==> config.mk <==
export PLATFORM = sky130hd
export DESIGN_NAME = cpu_seq_ctrl
export DESIGN_NICKNAME = d
export VERILOG_FILES = /design/src/rtl/cpu_seq_pkg.sv /design/src/rtl/cpu_seq_watchdog.sv /design/src/rtl/cpu_seq_ctrl.sv
export SDC_FILE = /design/constraint.sdc
export NUM_CORES = 1
export LEC_CHECK = 0
export BUFFER_PORTS_ARGS = -buffer_cell sky130_fd_sc_hd__buf_2
export CELL_PAD_IN_SITES_DETAIL_PLACEMENT = 0
export CELL_PAD_IN_SITES_GLOBAL_PLACEMENT = 2
export CORE_ASPECT_RATIO = 1.2
export CORE_MARGIN = 2
export CORE_UTILIZATION = 32
export CTS_BUF_LIST = sky130_fd_sc_hd__clkbuf_2
export DETAILED_ROUTE_END_ITERATION = 16
export PLACE_DENSITY = 0.95
export SYNTH_ARGS = -nofsm -noshare
export SYNTH_HDL_FRONTEND = slang
export SYNTH_SLANG_ARGS = --single-unit
==> constraint.sdc <==
create_clock -name clk -period 3.84 [get_ports clk]
set_input_delay 0 -clock clk [delete_from_list [all_inputs] [get_ports clk]]
set_output_delay 0 -clock clk [all_outputs]
set_load 0.005 [all_outputs]
==> src/rtl/cpu_seq_pkg.sv <==
// Shared types and constants for the multi-cycle instruction sequencer.
package cpu_seq_pkg;

  typedef enum logic [2:0] {
    S_IDLE   = 3'd0,
    S_FETCH  = 3'd1,
    S_DECODE = 3'd2,
    S_EXEC   = 3'd3,
    S_MEM    = 3'd4,
    S_WB     = 3'd5,
    S_HALT   = 3'd6,
    S_ERR    = 3'd7
  } state_t;

  localparam logic PC_SRC_SEQ = 1'b0;
  localparam logic PC_SRC_TGT = 1'b1;

  localparam int CNT_W_DEF   = 16;
  localparam int TO_W_DEF    = 8;
  localparam int TIMEOUT_DEF = 255;

endpackage

==> src/rtl/cpu_seq_watchdog.sv <==
// Memory-wait watchdog: counts consecutive un-acked request cycles.
module cpu_seq_watchdog
  import cpu_seq_pkg::*;
#(
  parameter int TO_W    = TO_W_DEF,
  parameter int TIMEOUT = TIMEOUT_DEF
) (
  input  logic clk,
  input  logic rst_n,
  input  logic clr,
  input  logic inc,
  output logic expired
);

  localparam logic [TO_W-1:0] LAST = TO_W'(TIMEOUT - 1);

  logic [TO_W-1:0] cnt_q;

  // Fires in the cycle whose increment would reach TIMEOUT.
  assign expired = inc & (cnt_q == LAST);

  always_ff @(posedge clk or negedge rst_n) begin
    if (!rst_n) begin
      cnt_q <= '0;
    end else if (clr) begin
      cnt_q <= '0;
    end else if (inc) begin
      cnt_q <= cnt_q + TO_W'(1);
    end
  end

endmodule

==> src/rtl/cpu_seq_ctrl.sv <==
// Multi-cycle fetch/decode/exec/mem/wb sequencer with memory watchdog.
// Optional perf counters enabled by CPU_SEQ_CTRL_PERF_EN.
module cpu_seq_ctrl
  import cpu_seq_pkg::*;
#(
  parameter int CNT_W   = CNT_W_DEF,
  parameter int TO_W    = TO_W_DEF,
  parameter int TIMEOUT = TIMEOUT_DEF
) (
  input  logic             clk,
  input  logic             rst_n,
  input  logic             start,
  input  logic             imem_ack,
  input  logic             dmem_ack,
  input  logic             halt,
  input  logic             reg_write,
  input  logic             mem_write,
  input  logic             sel_wb,
  input  logic             beqz,
  input  logic             bnez,
  input  logic             bgez,
  input  logic             bltz,
  input  logic             jump,
  input  logic             alu_zero,
  input  logic             alu_neg,
  output logic             imem_req,
  output logic             ir_load,
  output logic             dmem_req,
  output logic             dmem_we,
  output logic             rf_write,
  output logic             pc_write,
  output logic             pc_src,
  output logic             busy,
  output logic             halted,
  output logic             err,
  output logic [CNT_W-1:0] retire_cnt,
  output logic [CNT_W-1:0] cycle_cnt,
  output logic [CNT_W-1:0] stall_cnt
);

  state_t state_q, state_d;
  logic   taken_q, we_q;
  logic   taken_now, retire;
  logic   wd_inc, wd_clr, wd_expired, wait_ack;

  assign taken_now = jump
                   | (beqz & alu_zero)
                   | (bnez & ~alu_zero)
                   | (bgez & ~alu_neg)
                   | (bltz & alu_neg);

  assign wait_ack = ((state_q == S_FETCH) & imem_ack)
                  | ((state_q == S_MEM) & dmem_ack);
  assign wd_inc   = ((state_q == S_FETCH) & ~imem_ack)
                  | ((state_q == S_MEM) & ~dmem_ack);
  assign wd_clr   = wait_ack | (state_d != state_q);

  cpu_seq_watchdog #(
    .TO_W    (TO_W),
    .TIMEOUT (TIMEOUT)
  ) u_wd (
    .clk     (clk),
    .rst_n   (rst_n),
    .clr     (wd_clr),
    .inc     (wd_inc),
    .expired (wd_expired)
  );

  always_comb begin
    state_d = state_q;
    ir_load = 1'b0;
    rf_write = 1'b0;
    retire  = 1'b0;
    pc_src  = PC_SRC_SEQ;
    unique case (state_q)
      S_IDLE: if (start) state_d = S_FETCH;
      S_FETCH: begin
        if (imem_ack) begin
          ir_load = 1'b1;
          state_d = S_DECODE;
        end else if (wd_expired) begin
          state_d = S_ERR;
        end
      end
      S_DECODE: state_d = halt ? S_HALT : S_EXEC;
      S_EXEC: begin
        if (mem_write | sel_wb) begin
          state_d = S_MEM;
        end else if (reg_write) begin
          state_d = S_WB;
        end else begin
          // Taken flag is not registered yet; use the live value.
          retire  = 1'b1;
          pc_src  = taken_now;
          state_d = S_FETCH;
        end
      end
      S_MEM: begin
        if (dmem_ack) begin
          if (we_q) begin
            retire  = 1'b1;
            pc_src  = taken_q;
            state_d = S_FETCH;
          end else begin
            state_d = S_WB;
          end
        end else if (wd_expired) begin
          state_d = S_ERR;
        end
      end
      S_WB: begin
        rf_write = 1'b1;
        retire   = 1'b1;
        pc_src   = taken_q;
        state_d  = S_FETCH;
      end
      default: ;
    endcase
  end

  assign pc_write = retire;
  assign imem_req = (state_q == S_FETCH);
  assign dmem_req = (state_q == S_MEM);
  assign dmem_we  = (state_q == S_MEM) & we_q;
  assign halted   = (state_q == S_HALT);
  assign err      = (state_q == S_ERR);
  assign busy     = (state_q == S_FETCH) | (state_q == S_DECODE)
                  | (state_q == S_EXEC)  | (state_q == S_MEM)
                  | (state_q == S_WB);

  always_ff @(posedge clk or negedge rst_n) begin
    if (!rst_n) begin
      state_q    <= S_IDLE;
      taken_q    <= 1'b0;
      we_q       <= 1'b0;
      retire_cnt <= '0;
    end else begin
      state_q <= state_d;
      if (retire) begin
        taken_q <= 1'b0;
      end else if (state_q == S_EXEC) begin
        taken_q <= taken_now;
      end
      if (state_q == S_EXEC) we_q <= mem_write;
      if (retire) retire_cnt <= retire_cnt + CNT_W'(1);
    end
  end

`ifdef CPU_SEQ_CTRL_PERF_EN
  logic [CNT_W-1:0] cyc_q, stall_q;

  always_ff @(posedge clk or negedge rst_n) begin
    if (!rst_n) begin
      cyc_q   <= '0;
      stall_q <= '0;
    end else begin
      if (busy)   cyc_q   <= cyc_q + CNT_W'(1);
      if (wd_inc) stall_q <= stall_q + CNT_W'(1);
    end
  end

  assign cycle_cnt = cyc_q;
  assign stall_cnt = stall_q;
`else
  assign cycle_cnt = '0;
  assign stall_cnt = '0;
`endif

endmodule
---- Word level (Yosys, flattened, before mapping) ----
Index checks and enable logic that the tools add are counted.
operators by class
  order comparisons ....................... 0
  reduce and logical (&&, ||, !) cells .... 3
  add/sub/neg operators ................... 2
  multiply operators ...................... 0
  bitwise gates (word level) .............. 26
  shift-type cells ........................ 0
  eq/ne operators ......................... 9
  divide/modulo/power cells ............... 0
  mux-type cells .......................... 26
operators by type and width
  kind                                            count
  2-to-1 mux 3 bit                                8
  case mux 3 bit (6 select lines)                 1
  adder 16 x 1 -> 16 bit (second input constant)  1
  2-to-1 mux 8 bit                                2
  2-to-1 mux 1 bit                                13
  == test 3 bit (second input constant)           4
  OR 1 bit                                        12
  AND 1 bit                                       10
  adder 8 x 1 -> 8 bit (second input constant)    1
  == test 8 bit (second input constant)           1
  == test 3 x 2 -> 1 bit (second input constant)  2
  case mux 1 bit (3 select lines)                 2
  NOT 1 bit                                       4
  nonzero test 2 bit                              2
  == test 3 x 1 -> 1 bit (second input constant)  1
  logical NOT 3 bit                               1
  != test 3 bit                                   1
storage, ports and cells
  input port bits ......................... 16
  output and inout port bits .............. 58
  logic and storage cells ................. 71
  flip-flop bits (word level) ............. 29
  RAM bits ................................ 0
  memories ................................ 0
  bits in read-only memories .............. 0
  latch bits .............................. 0

---- Longest topological paths before layout ----
Gate-level depths: netlist of the first run.
  depth after elaboration ................. 10
  gate-level depth with buffers ........... 7
  mapped depth without buffers ............ 6

---- By module ----
From an unflattened synthesis of the first run, not the netlist that was laid out.
second synthesis, totals
  cell total of the unflattened synthesis .. 202
  area, all modules ....................... 1,939.4 sq um
modules (own cells, without submodules)
  module            cells an instance  times used  seq. area each (sq um)  area each (sq um)
  cpu_seq_ctrl      161                1           525.5                   1,527.7
  cpu_seq_watchdog  41                 1           200.2                   411.6

---- Least setup slack after synthesis of the first run ----
OpenSTA, ideal clock, no wires.
  kind .................................... reg2reg
  start ................................... register state_q[1]
  end ..................................... register u_wd.cnt_q[0]
  setup time .............................. 0.137 ns
  stages on the path, launching flop included .. 5
  path buffers ............................ 0
  period minus slack after synthesis ...... 1.619 ns
  required time ........................... 3.703 ns
  arrival time ............................ 1.482 ns
  slack ................................... 2.221 ns
  cells stage by stage .................... dfrtp_1 -> nor4b_4 -> nand3_1 -> a31oi_2 -> nor4_1
on the way
  longest elaborated chain between the ends .. 10
  elaborated cells between the ends (all ways) .. 22
  classes of those cells .................. eq/ne: 6; mux: 6; bitwise: 8; reduce/logical: 2
RTL lines
  item                                                     line                                     source
  start, declared                                          cpu_seq_ctrl.sv:41                       state_t state_q, state_d;
  start signal, assigned                                   cpu_seq_ctrl.sv:138                      state_q <= state_d;
  == test 3 x 1 -> 1 bit or == test 3 bit (tied branches)  --
  AND 1 bit, on equally long branches                      cpu_seq_ctrl.sv:54, cpu_seq_ctrl.sv:55
  OR 1 bit                                                 cpu_seq_ctrl.sv:55                       | ((state_q == S_MEM) & ~dmem_ack);
  AND 1 bit                                                cpu_seq_watchdog.sv:20                   assign expired = inc & (cnt_q == LAST);
  2-to-1 mux 3 bit                                         cpu_seq_ctrl.sv:81, cpu_seq_ctrl.sv:107
  2-to-1 mux 3 bit, on equally long branches               cpu_seq_ctrl.sv:99, cpu_seq_ctrl.sv:78
  case mux 3 bit (6 select lines)                          cpu_seq_ctrl.sv:75                       unique case (state_q)
  != test 3 bit                                            cpu_seq_ctrl.sv:56                       assign wd_clr = wait_ack | (state_d != state_q);
  OR 1 bit                                                 cpu_seq_ctrl.sv:56
  2-to-1 mux 8 bit or nonzero test 2 bit (tied branches)   --
  end signal, assigned                                     cpu_seq_watchdog.sv:28                   cnt_q <= cnt_q + TO_W'(1);
  end, declared                                            cpu_seq_watchdog.sv:17                   logic [TO_W-1:0] cnt_q;
Several ways; a longest one is shown, not always the timed one.
A chain may end at the register's enable or synchronous reset.

---- Worst setup path after layout of the first run ----
  start ................................... register state_q[1]
  end ..................................... register u_wd.cnt_q[7]
Same word-level chain as after synthesis.

==> results of run 1 <==
-- area by class of cell --
class	count	area share [%]
clock inverter	2	0.456
sequential	29	33.0
tap	82	4.67
inverter	4	0.683
timing repair buffer	44	10.7
multi-input combinational	161	49.1
clock buffer	6	1.37
-- power by group through the flow --
stage          clock network (W)  registers [W]  logic [W]
4_1_cts                 0.000159       0.000493   0.000464
6_report                0.000148       0.000493   0.000458
5_1_grt                 0.000171       0.000509   0.000518
3_3_place_gp                   0       0.000493   0.000453
2_1_floorplan                  0       0.000430   0.000422
3_5_place_dp                   0       0.000499   0.000459
-- logic make-up after synthesis --
family | after synthesis
and+or+nand+nor | 68
buffers and inverters | 46
AOI/OAI and AO/OA | 32
DFF | 29
xor gates and xnor gates | 22
muxes | 4
adders and majority gates | 3
other | 1
-- layer usage --
layer / track usage, % / vias up / share of wire (%)
met2: 19.2 / 51 / 48
met4: 5.00 / 0 / 1.9
met3: 1.70 / 6 / 5.1
met1: 13.7 / 706 / 45
li1: - / 751 / -
met5: 0 / - / 0
-- worst register-to-register path: stages, from the launching register on --
cell and delay, ns:
dfrtp_1 0.65, nor4b_4 0.59, nand3_1 0.21, a31oi_2 0.43
nor4_1 0.11
-- state kept, by name (all words and copies together), names as in the netlist --
| register | cells |
|---|---|
| state_q | 3 |
| taken_q | 1 |
| we_q | 1 |
| u_wd.cnt_q | 8 |
| retire_cnt | 16 |
-- through the flow --
stage | hold slack, ns | instance area, um2 | power [W] | util, %
CTS | 0.0374 | 2200 | 0.00112 | 36.3
finish | 0.0532 | 2200 | 0.00110 | 36.3
global placement | 0.0628 | 2130 | 0.000946 | 35.2
floorplan | -0.296 | 2120 | 0.000852 | -
detailed placement | 0.0668 | 2130 | 0.000958 | 35.2
global route | 0.0773 | 2200 | 0.00120 | 36.3
-- worst max path at each step --
stage | from | to | slack [ns] | cells past startpoint
CTS | state_q[1]$_DFF_PN0_ | u_wd.cnt_q[7]$_DFFE_PN0P_ | 1.69 | 4
global placement | state_q[1]$_DFF_PN0_ | u_wd.cnt_q[4]$_DFFE_PN0P_ | 1.82 | 4
finish | state_q[1]$_DFF_PN0_ | u_wd.cnt_q[7]$_DFFE_PN0P_ | 1.73 | 4
detailed placement | state_q[1]$_DFF_PN0_ | u_wd.cnt_q[7]$_DFFE_PN0P_ | 1.74 | 4
floorplan | state_q[1]$_DFF_PN0_ | u_wd.cnt_q[0]$_DFFE_PN0P_ | 2.22 | 4
global route | state_q[1]$_DFF_PN0_ | u_wd.cnt_q[3]$_DFFE_PN0P_ | 1.48 | 4
-- placed cells by master (no fill, tap or decap), types with 3 or more instances in the layout --
| master | Yosys | layout |
|---|---|---|
| a21oi_1 | 6 | 6 |
| and2_1 | 6 | 6 |
| and3_1 | 8 | 8 |
| and4_1 | 3 | 3 |
| buf_2 | 3 | 41 |
| clkbuf_2 | 1 | 6 |
| conb_1 | 1 | 32 |
| dfrtp_1 | 29 | 29 |
| dlygate4sd3_1 | 0 | 3 |
| ha_1 | 3 | 3 |
| inv_1 | 4 | 4 |
| mux2_2 | 3 | 3 |
| nand2_1 | 6 | 6 |
| nand2b_1 | 4 | 4 |
| nand3_1 | 6 | 6 |
| nand4_1 | 8 | 8 |
| nor2_1 | 4 | 4 |
| nor3_1 | 4 | 4 |
| nor3b_1 | 3 | 3 |
| nor4_1 | 8 | 8 |
| o211ai_1 | 4 | 4 |
| o21ai_0 | 7 | 7 |
| xnor2_1 | 13 | 13 |
| xor2_1 | 9 | 9 |
-- what timing repair did --
| item | in CTS | in global routing |
|---|---|---|
| endpoints found under the setup margin | 0 | 0 |
| endpoints found under the hold margin | 31 | 0 |
| hold buffers | 3 | 0 |
==> metrics.md, run 1 <==
| Metric | Value |
|---|---|
| Status | `completed` |
| Synth-to-layout area growth | `9.61%` |
| H-tree depth | `2` |
| Crit path kind | `reg -> reg` |
| Delay-heaviest family, CP | `simple AND/OR/NAND/NOR gates` |
| Area of the core | `0.00605 mm2` |
| Max Freq | `474 MHz` |
| Compound-cell area share of the yosys netlist | `11.9%` |
| TNS Setup | `0 ns` |
| Largest fanout on the critical path | `23` |
| Total power per unit cell area | `500 mW/mm2` |
| Register area | `726 um2` |
| CTS tree | `built` |
| Slowest-stage cell, CP | `dfrtp_1` |
| Top-area cell type share of the netlist area | `36.2%` |
| Crit-path max cell delay | `0.65 ns` |
| Vias per inst | `4.62` |
| HP Class | `in -> reg` |
| Post-synthesis simple-gate area fraction | `22.2%` |
| Worst path buffer plus inverter count | `0` |
| CP Launch Type | `flip-flop` |
| Global route total overflow | `0` |
| Dpl ws | `1.74 ns` |
| R2r setup slk | `1.73 ns` |
| Flops & latches, synth | `29` |
| Synth Cell Area | `0.00200 mm2` |
| Vias in the first global route | `1,311` |
| Most common cell in the netlist | `buf_4` |
| Cells on worst reg2reg path | `4` |
| I/O pin count | `74` |
| Final setup viols | `0` |
| Power share of the combinational group | `41.7%` |
| Avg Cell Area, Syn | `9.78 um2` |
| R2R Path End | `u_wd.cnt_q[7]$_DFFE_PN0P_` |
| Part of the cycle the worst path needs | `55.0%` |
| Antenna cells | `0` |
| Routed Antenna Nets | `0` |
| Final Hold Violating Endpoints | `0` |
| Syn. warnings | `0` |
| Synth area leader | `dfrtp_1` |
| Number of enable flip-flop cells after synthesis | `0` |
| Hold path start | `jump` |
| Final Slew Violations | `0` |
| Max_cap viols | `0` |
| Crit. End Element | `flip-flop` |
| Worst-margin pin slew | `0.710 ns` |
| First-pass GRT wire length | `6330 um` |
| Worst-path clk slew | `0.15 ns` |
| Fillers | `655` |
| Minimum clock period | `2.11 ns` |
| Slew HR | `52.7%` |
| Seq/Total Area, Yosys | `36.2%` |
| Post-synthesis adder-cell area fraction | `1.87%` |
| Post-Synth XOR/XNOR Area | `9.61%` |
| Net switching power | `0.000478 W` |
| Number of port buffers | `41` |
| Worst path required time | `4.05 ns` |
| Initial DRT Pass Iterations | `6` |
| Die ar. | `0.00692 mm2` |
| Reg-to-Reg Start | `state_q[1]$_DFF_PN0_` |
| Syn Inst Count | `205` |
| Wire per inst | `12.0 um` |
| Final setup margin | `1.73 ns` |
| Final WL | `3930 um` |
| Final Wtd Congestion | `0.827` |
| DRC errors left | `0` |
| Synth top area cells | `dfrtp_1, buf_4, xnor2_1, xor2_1, and3_1` |
| RSZ-0062 raised after global routing | `no` |
| Pint | `0.000621 W` |
| Layout cells sized above 1 | `23.2%` |
| Layout Cells excl Fill | `328` |
| # resized after CTS | `0` |
| Worst-Skew Late Latency | `0.35 ns` |
| WP data arrival | `2.32 ns` |
| Detailed Place HPWL | `2790 um` |
| Area occupied by multi-input gates | `0.00108 mm2` |
| Ys async rst share | `100%` |
| # nets final | `264` |
| Clock sinks | `29` |
| 1st-iter DRT viols | `113` |
| CTS max path bufs | `2` |
| Hold Path End | `taken_q$_DFFE_PN0P_` |
| Setup repair bufs after CTS | `0` |
| Worst-path cell chain | `nor4b_4, nand3_1, a31oi_2, nor4_1` |
| Site Rows | `31` |
| Library cells used by synthesis | `47` |
| Most frequent cells after synthesis | `buf_4, dfrtp_1, xnor2_1` |
| Main flop type after synthesis | `dfrtp_1` |
| Worst hold stages | `3` |
| Largest family of logic cells by synthesized area | `simple AND/OR/NAND/NOR gates` |
| Leakage power | `1.07 nW` |
| Die Y | `90.7 um` |
| Flop pwr share | `44.8%` |
| Switching share of power | `43.5%` |
| Largest net degree at the start of global routing | `30` |
| DR vias | `1,514` |
| Clock buffer count from CTS | `5` |
| Post-synthesis mux area share | `2.18%` |
| Die X | `76.3 um` |
| Skew final | `0.0215 ns` |
| Root Driver | `clkbuf_2` |
| Clock share of power | `13.5%` |
| Inst Count DP | `317` |
| Initial antenna violation count | `0` |
| Tot GR Track Use | `11.2%` |
| VDD IR max | `0.136 mV` |
| Initial Utilization | `33.1%` |
No activity file was read; power rests on OpenSTA's default activity.
==> run 2, diff against run 1 <==
CORE_UTILIZATION = 30   (was 32)
PLACE_DENSITY = 0.93   (was 0.95)
clock period = 2.1 ns   (was 3.84 ns; I/O delays follow)
==> run 2 against run 1 <==
Sequential power increased by 69%. Non-clock buffer count increased by 4. Combinational power increased by 110%. Critical path depth increased by 1. Hold slack got worse by 0.015 ns. Clock power increased by 78%. Via count increased by 2.1%. Count of clock-buffer cells in the layout decreased by 1. Clock skew increased by 0.0056 ns. Sequential share of layout area decreased by 0.46 points. Power increased by 85%. Flip-flop and latch count unchanged. Critical path type is now reg -> out.
==> metrics.md, run 2 (same netlist as run 1, synthesis figures left out) <==
| Metric | Value |
|---|---|
| R2r setup slk | `0.27 ns` |
| Most frequent cells in the layout | `buf_2, conb_1, dfrtp_1, xnor2_1, xor2_1` |
| CP Launch Type | `flip-flop` |
| Fillers | `667` |
| Clock sinks | `29` |
| Layout cells sized above 1 | `23.6%` |
| Biggest register | `retire_cnt` |
| Final setup viols | `0` |
| Hold Slack | `0.0383 ns` |
| Hold Path End | `state_q[0]$_DFF_PN0_` |
| Routed Antenna Nets | `0` |
| Dpl ws | `0.308 ns` |
| Final Slew Violations | `0` |
| Die X | `78.6 um` |
| Global route total overflow | `0` |
| Initial antenna violation count | `0` |
| First-pass GRT wire length | `6140 um` |
| TNS Setup | `0 ns` |
| Die Y | `93.5 um` |
| Die ar. | `0.00735 mm2` |
| I/O pin count | `74` |
| DR vias | `1,546` |
| Clock buffer count from CTS | `5` |
| Skew final | `0.0271 ns` |
| Largest net degree at the start of global routing | `30` |
| Minimum clock period | `1.84 ns` |
| R2R Path End | `u_wd.cnt_q[6]$_DFFE_PN0P_` |
| WP data arrival | `1.84 ns` |
| Final WL | `3820 um` |
| CTS tree | `built` |
| DRC errors left | `0` |
| Worst-margin pin slew | `0.640 ns` |
| Root Driver | `clkbuf_2` |
| Wire per inst | `11.4 um` |
| Most common cell after layout, fill and taps aside | `buf_2` |
| Largest fanout on the critical path | `13` |
| Crit. End Element | `primary output` |
| Worst-path clk slew | `0.14 ns` |
| Final Hold Violating Endpoints | `0` |
| # nets final | `268` |
| Vias per inst | `4.61` |
| # resized after CTS | `0` |
| Total power per unit cell area | `913 mW/mm2` |
| VDD IR max | `0.320 mV` |
| Finished Cell Area | `0.00223 mm2` |
| Area of the core | `0.00645 mm2` |
| Site Rows | `32` |
| DP Area | `0.00216 mm2` |
| Max FFs per register | `16` |
| Detailed Place HPWL | `2850 um` |
| Setup repair bufs after CTS | `0` |
| Cells on worst reg2reg path | `5` |
| Final setup margin | `0.264 ns` |
| Slew HR | `57.3%` |
| Synth-to-layout area growth | `11.2%` |
| HP Class | `in -> reg` |
| 1st-iter DRT viols | `77` |
| H-tree depth | `2` |
| Hold path start | `start` |
| Max_cap viols | `0` |
| Max Freq | `545 MHz` |
| Number of port buffers | `41` |
| Vias in the first global route | `1,356` |
| Status | `completed` |
| Initial Utilization | `31.1%` |
| Part of the cycle the worst path needs | `87.4%` |
| Reg-to-Reg Start | `state_q[0]$_DFF_PN0_` |
| Crit path kind | `reg -> out` |
| Worst path required time | `2.10 ns` |
| Worst-Skew Late Latency | `0.37 ns` |
| Top Registers | `retire_cnt x16, u_wd.cnt_q x8, state_q x3` |
| Worst hold stages | `5` |
| CTS max path bufs | `2` |
| Initial DRT Pass Iterations | `4` |
| Final Wtd Congestion | `0.802` |
| Core occupancy in the finished layout | `34.6%` |
| Leakage power | `1.08 nW` |
| Antenna cells | `0` |
| RSZ-0062 raised after global routing | `no` |
| Tot GR Track Use | `10.4%` |
-- run 2: power by group --
group | total (W) | switching, W | internal, W
clock | 0.000263 | 0.000190 | 0.0000726
combinational | 0.000939 | 0.000514 | 0.000425
sequential | 0.000832 | 0.000167 | 0.000665
-- run 2: critical path, cell delays in order (launching register included) --
cell and delay (ns):
dfrtp_1 0.54, buf_4 0.24, or3_1 0.41, inv_1 0.08, and2_1 0.11, buf_2 0.10
-- run 2: through the flow --
stage	total power [W]	instances
4_1_cts	0.00206	335
5_1_grt	0.00223	335
2_1_floorplan	0.00156	236
3_3_place_gp	0.00178	324
3_5_place_dp	0.00179	324
6_report	0.00203	335
-- run 2: worst max-delay path by stage --
stage | start | end | slack, ns | depth (start not counted)
after floorplan | state_q[1]$_DFF_PN0_ | u_wd.cnt_q[0]$_DFFE_PN0P_ | 0.48 | 4
after global placement | state_q[0]$_DFF_PN0_ | u_wd.cnt_q[4]$_DFFE_PN0P_ | 0.33 | 5
after detailed placement | state_q[0]$_DFF_PN0_ | u_wd.cnt_q[6]$_DFFE_PN0P_ | 0.31 | 5
after CTS | state_q[1]$_DFF_PN0_ | ir_load | 0.22 | 5
after global routing | state_q[1]$_DFF_PN0_ | ir_load | 0.11 | 5
final | state_q[1]$_DFF_PN0_ | ir_load | 0.26 | 5
-- run 2: layout make-up --
type                    instances  area, um2  area share [%]
well taps                      85        106            4.77
inverters                       4       15.0           0.674
clock inverters                 3       12.5           0.561
repair buffers                 48        265            11.9
clock buffers                   5       25.0            1.12
flip-flops and latches         29        726            32.6
multi-input cells             161       1080            48.4
-- run 2: metal layers --
layer	routed length, um	share of wire, %	GRT usage [%]	up-vias
li1	-	-	-	757
met1	1690	44	13.5	731
met2	1830	48	16.9	50
met3	220	5.8	2.12	8
met4	75	2.0	4.39	0
met5	0	0	0	-
-- run 2: what timing repair did --
| action | CTS | global route |
|---|---|---|
| endpoints found under the hold margin | 31 | 0 |
| endpoints found under the setup margin | 0 | 0 |
| hold buffers | 3 | 0 |
==> run 3, diff against run 2 <==
CORE_UTILIZATION = 29   (was 30)
PLACE_DENSITY = 0.92   (was 0.93)
SYNTH_HIERARCHICAL = 1   (was default)
==> run 3 against run 2 <==
The flow now finishes with violations (negative setup slack). Critical path depth rose by 5. Synthesized cell count decreased by 1.5%. Fmax down 14%. Hold slack improved by 0.021 ns. Cell count is 2.4% higher. Global-route usage decreased by 0.16 points. Count of clock-buffer cells in the layout rose by 1. Largest cell class unchanged.
==> metrics.md, run 3 <==
| Metric | Value |
|---|---|
| Area of the core | `0.00645 mm2` |
| Final Slew Violations | `0` |
| Avg Cell Area, Syn | `9.60 um2` |
| Met3 wire len | `197 um` |
| Final WL | `3720 um` |
| Clock buffer count from CTS | `5` |
| Vias per inst | `4.41` |
| Routed Antenna Nets | `0` |
| Cells on worst reg2reg path | `10` |
| Post-Synth XOR/XNOR Area | `8.58%` |
| # nets final | `276` |
| Tot GR Track Use | `10.3%` |
| Crit. End Element | `flip-flop` |
| WP data arrival | `2.39 ns` |
| First-pass GRT wire length | `5930 um` |
| I/O pin count | `74` |
| Part of the cycle the worst path needs | `101%` |
| Die X | `78.7 um` |
| Final Hold Violating Endpoints | `0` |
| Ys async rst share | `100%` |
| Final Wtd Congestion | `0.852` |
| Skew final | `0.0298 ns` |
| Post-synthesis mux area share | `1.74%` |
| CP Launch Type | `flip-flop` |
| Uppermost layer routed | `met4` |
| HP Class | `in -> reg` |
| Worst-margin pin slew | `0.614 ns` |
| Leakage power | `1.11 nW` |
| Number of port buffers | `41` |
| Most common cell after layout, fill and taps aside | `buf_2` |
| Final setup margin | `-0.0255 ns` |
| Max FFs per register | `16` |
| Seq/Total Area, Yosys | `37.4%` |
| Minimum clock period | `2.13 ns` |
| Met2 WL | `1900 um` |
| Wire per inst | `10.8 um` |
| Final setup viols | `8` |
| Die Y | `93.6 um` |
| Synth-to-layout area growth | `18.3%` |
| Global route total overflow | `0` |
| Largest net degree at the start of global routing | `30` |
| R2r setup slk | `-0.03 ns` |
| Die ar. | `0.00736 mm2` |
| Max_cap viols | `0` |
| Reg-to-Reg Start | `state_q[2]$_DFF_PN0_` |
| Slew HR | `58.0%` |
| Vias in the first global route | `1,293` |
| Syn. warnings | `6` |
| 1st-iter DRT viols | `82` |
| RSZ-0062 raised after global routing | `yes` |
| Largest family of logic cells by synthesized area | `simple AND/OR/NAND/NOR gates` |
| Worst-Skew Late Latency | `0.38 ns` |
| Most frequent cells in the layout | `buf_2, conb_1, dfrtp_1, xnor2_1, buf_4` |
| Most frequent cells after synthesis | `buf_4, dfrtp_1, xnor2_1` |
| Antenna cells | `0` |
| Detailed Place HPWL | `2650 um` |
| Post-synthesis simple-gate area fraction | `22.1%` |
| Crit path kind | `reg -> reg` |
| H-tree depth | `2` |
| Largest fanout on the critical path | `8` |
| Top-area cell type share of the netlist area | `37.4%` |
| Initial antenna violation count | `0` |
| Worst setup startpoint | `state_q[2]$_DFF_PN0_` |
| Flops & latches, synth | `29` |
| DR vias | `1,512` |
| R2R Path End | `u_wd/cnt_q[3]$_DFFE_PN0P_` |
| Hold path start | `bltz` |
| Total power per unit cell area | `646 mW/mm2` |
| Syn Inst Count | `202` |
| Final Power | `0.00148 W` |
| Main flop type after synthesis | `dfrtp_1` |
| DRC errors left | `0` |
| Post-synthesis adder-cell area fraction | `1.94%` |
| Clock sinks | `29` |
| CTS tree | `built` |
| Max Freq | `470 MHz` |
| Compound-cell area share of the yosys netlist | `11.4%` |
| Number of enable flip-flop cells after synthesis | `0` |
| Worst-path clk slew | `0.15 ns` |
| Synth top area cells | `dfrtp_1, buf_4, xnor2_1, nand4_1, o21ai_0` |
| Site Rows | `32` |
| Layout cells sized above 1 | `31.0%` |
| Worst path required time | `2.37 ns` |
| Synth Cell Area | `0.00194 mm2` |
| TNS Setup | `-0.166 ns` |
| Failing checks | `negative setup slack` |
| Met1 WL | `1550 um` |
| Biggest register | `retire_cnt` |
| Root Driver | `clkbuf_2` |
| Most common cell in the netlist | `buf_4` |
| Synth area leader | `dfrtp_1` |
| Initial DRT Pass Iterations | `4` |
| VDD IR max | `0.202 mV` |
| Initial Utilization | `30.1%` |
| Status | `finished, violations left` |
| Top Registers | `retire_cnt x16, u_wd/cnt_q x8, state_q x3` |
| Library cells used by synthesis | `45` |
| CTS max path bufs | `2` |
| Crit path capture | `u_wd/cnt_q[3]$_DFFE_PN0P_` |
run 3: cell types whose count changed after synthesis, sizes merged, moves of 3 or more:
cell,previous run,this run
nor2,4,11
inv,4,1
and2,7,4
o211ai,4,0
xor2,9,4
nor4,8,1
nand4,8,11
nor2b,1,5
run 3: worst max-delay path, cell delays in order (launching register included):
cell,delay (ns)
dfrtp_1,0.45
nor2b_4,0.15
nor2b_1,0.13
o21ba_2,0.20
nand4_1,0.13
nor2_4,0.06
and3b_2,0.24
o311a_1,0.30
o22ai_2,0.16
buf_6,0.15
nor2_1,0.05
run 3: worst min-delay path by stage:
stage | slack, ns | to | depth (start not counted)
after floorplan | -0.30 | retire_cnt[0]$_DFFE_PN0P_ | 0
final | 0.06 | taken_q$_DFFE_PN0P_ | 3
after CTS | 0.05 | taken_q$_DFFE_PN0P_ | 3
after global placement | 0.06 | retire_cnt[8]$_DFFE_PN0P_ | 1
after detailed placement | 0.06 | retire_cnt[15]$_DFFE_PN0P_ | 1
after global routing | 0.05 | state_q[0]$_DFF_PN0_ | 4
run 3: timing repair:
action | 4_1_cts | 5_1_grt
endpoints found under the hold margin | 32 | 0
hold buffers | 4 | 0
pin swaps | 3 | 2
gates cloned | 0 | 0
setup endpoints to repair | 8 | 8
buffers inserted | 5 | 3
gates resized for setup | 2 | 4
run 3: power breakdown:
group          leakage [nW]  internal (W)  total (W)  switching, W
combinational         0.698      0.000241   0.000480      0.000239
clock                0.0327     0.0000834   0.000283      0.000200
sequential            0.384      0.000630   0.000720     0.0000901
total                  1.11      0.000954    0.00148      0.000529
run 3: kinds of logic after synthesis:
family | Yosys count
and+or+nand+nor | 71
buffers and inverters | 45
AOI/OAI and AO/OA | 31
DFF | 29
xor gates and xnor gates | 19
adders and majority gates | 3
muxes | 3
other | 1
run 3: cell type report:
| cell class | instances | area [um2] |
|---|---|---|
| clock buffers | 6 | 30.0 |
| repair buffers | 61 | 369 |
| flip-flops and latches | 29 | 726 |
| well taps | 85 | 106 |
| multi-input cells | 159 | 1050 |
| clock inverters | 2 | 10.0 |
| inverters | 1 | 3.75 |
| fillers | 658 | 4150 |
run 3: routing by layer:
metal	track usage [%]	vias to the layer above
li1	-	754
met1	11.8	707
met2	17.7	44
met3	2.61	7
met4	4.82	0
met5	0	-
run 3: metrics by stage:
step	instances	setup slack [ns]	hold WS (ns)	instance area, um2	util [%]
floorplan	233	-0.0622	-0.296	2100	-
detailed placement	323	-0.00820	0.0642	2130	33.0
global placement	323	0.0622	0.0609	2130	33.0
finish	343	-0.0255	0.0591	2290	35.6
CTS	340	-0.0245	0.0474	2250	34.9
global route	343	-0.221	0.0530	2290	35.6
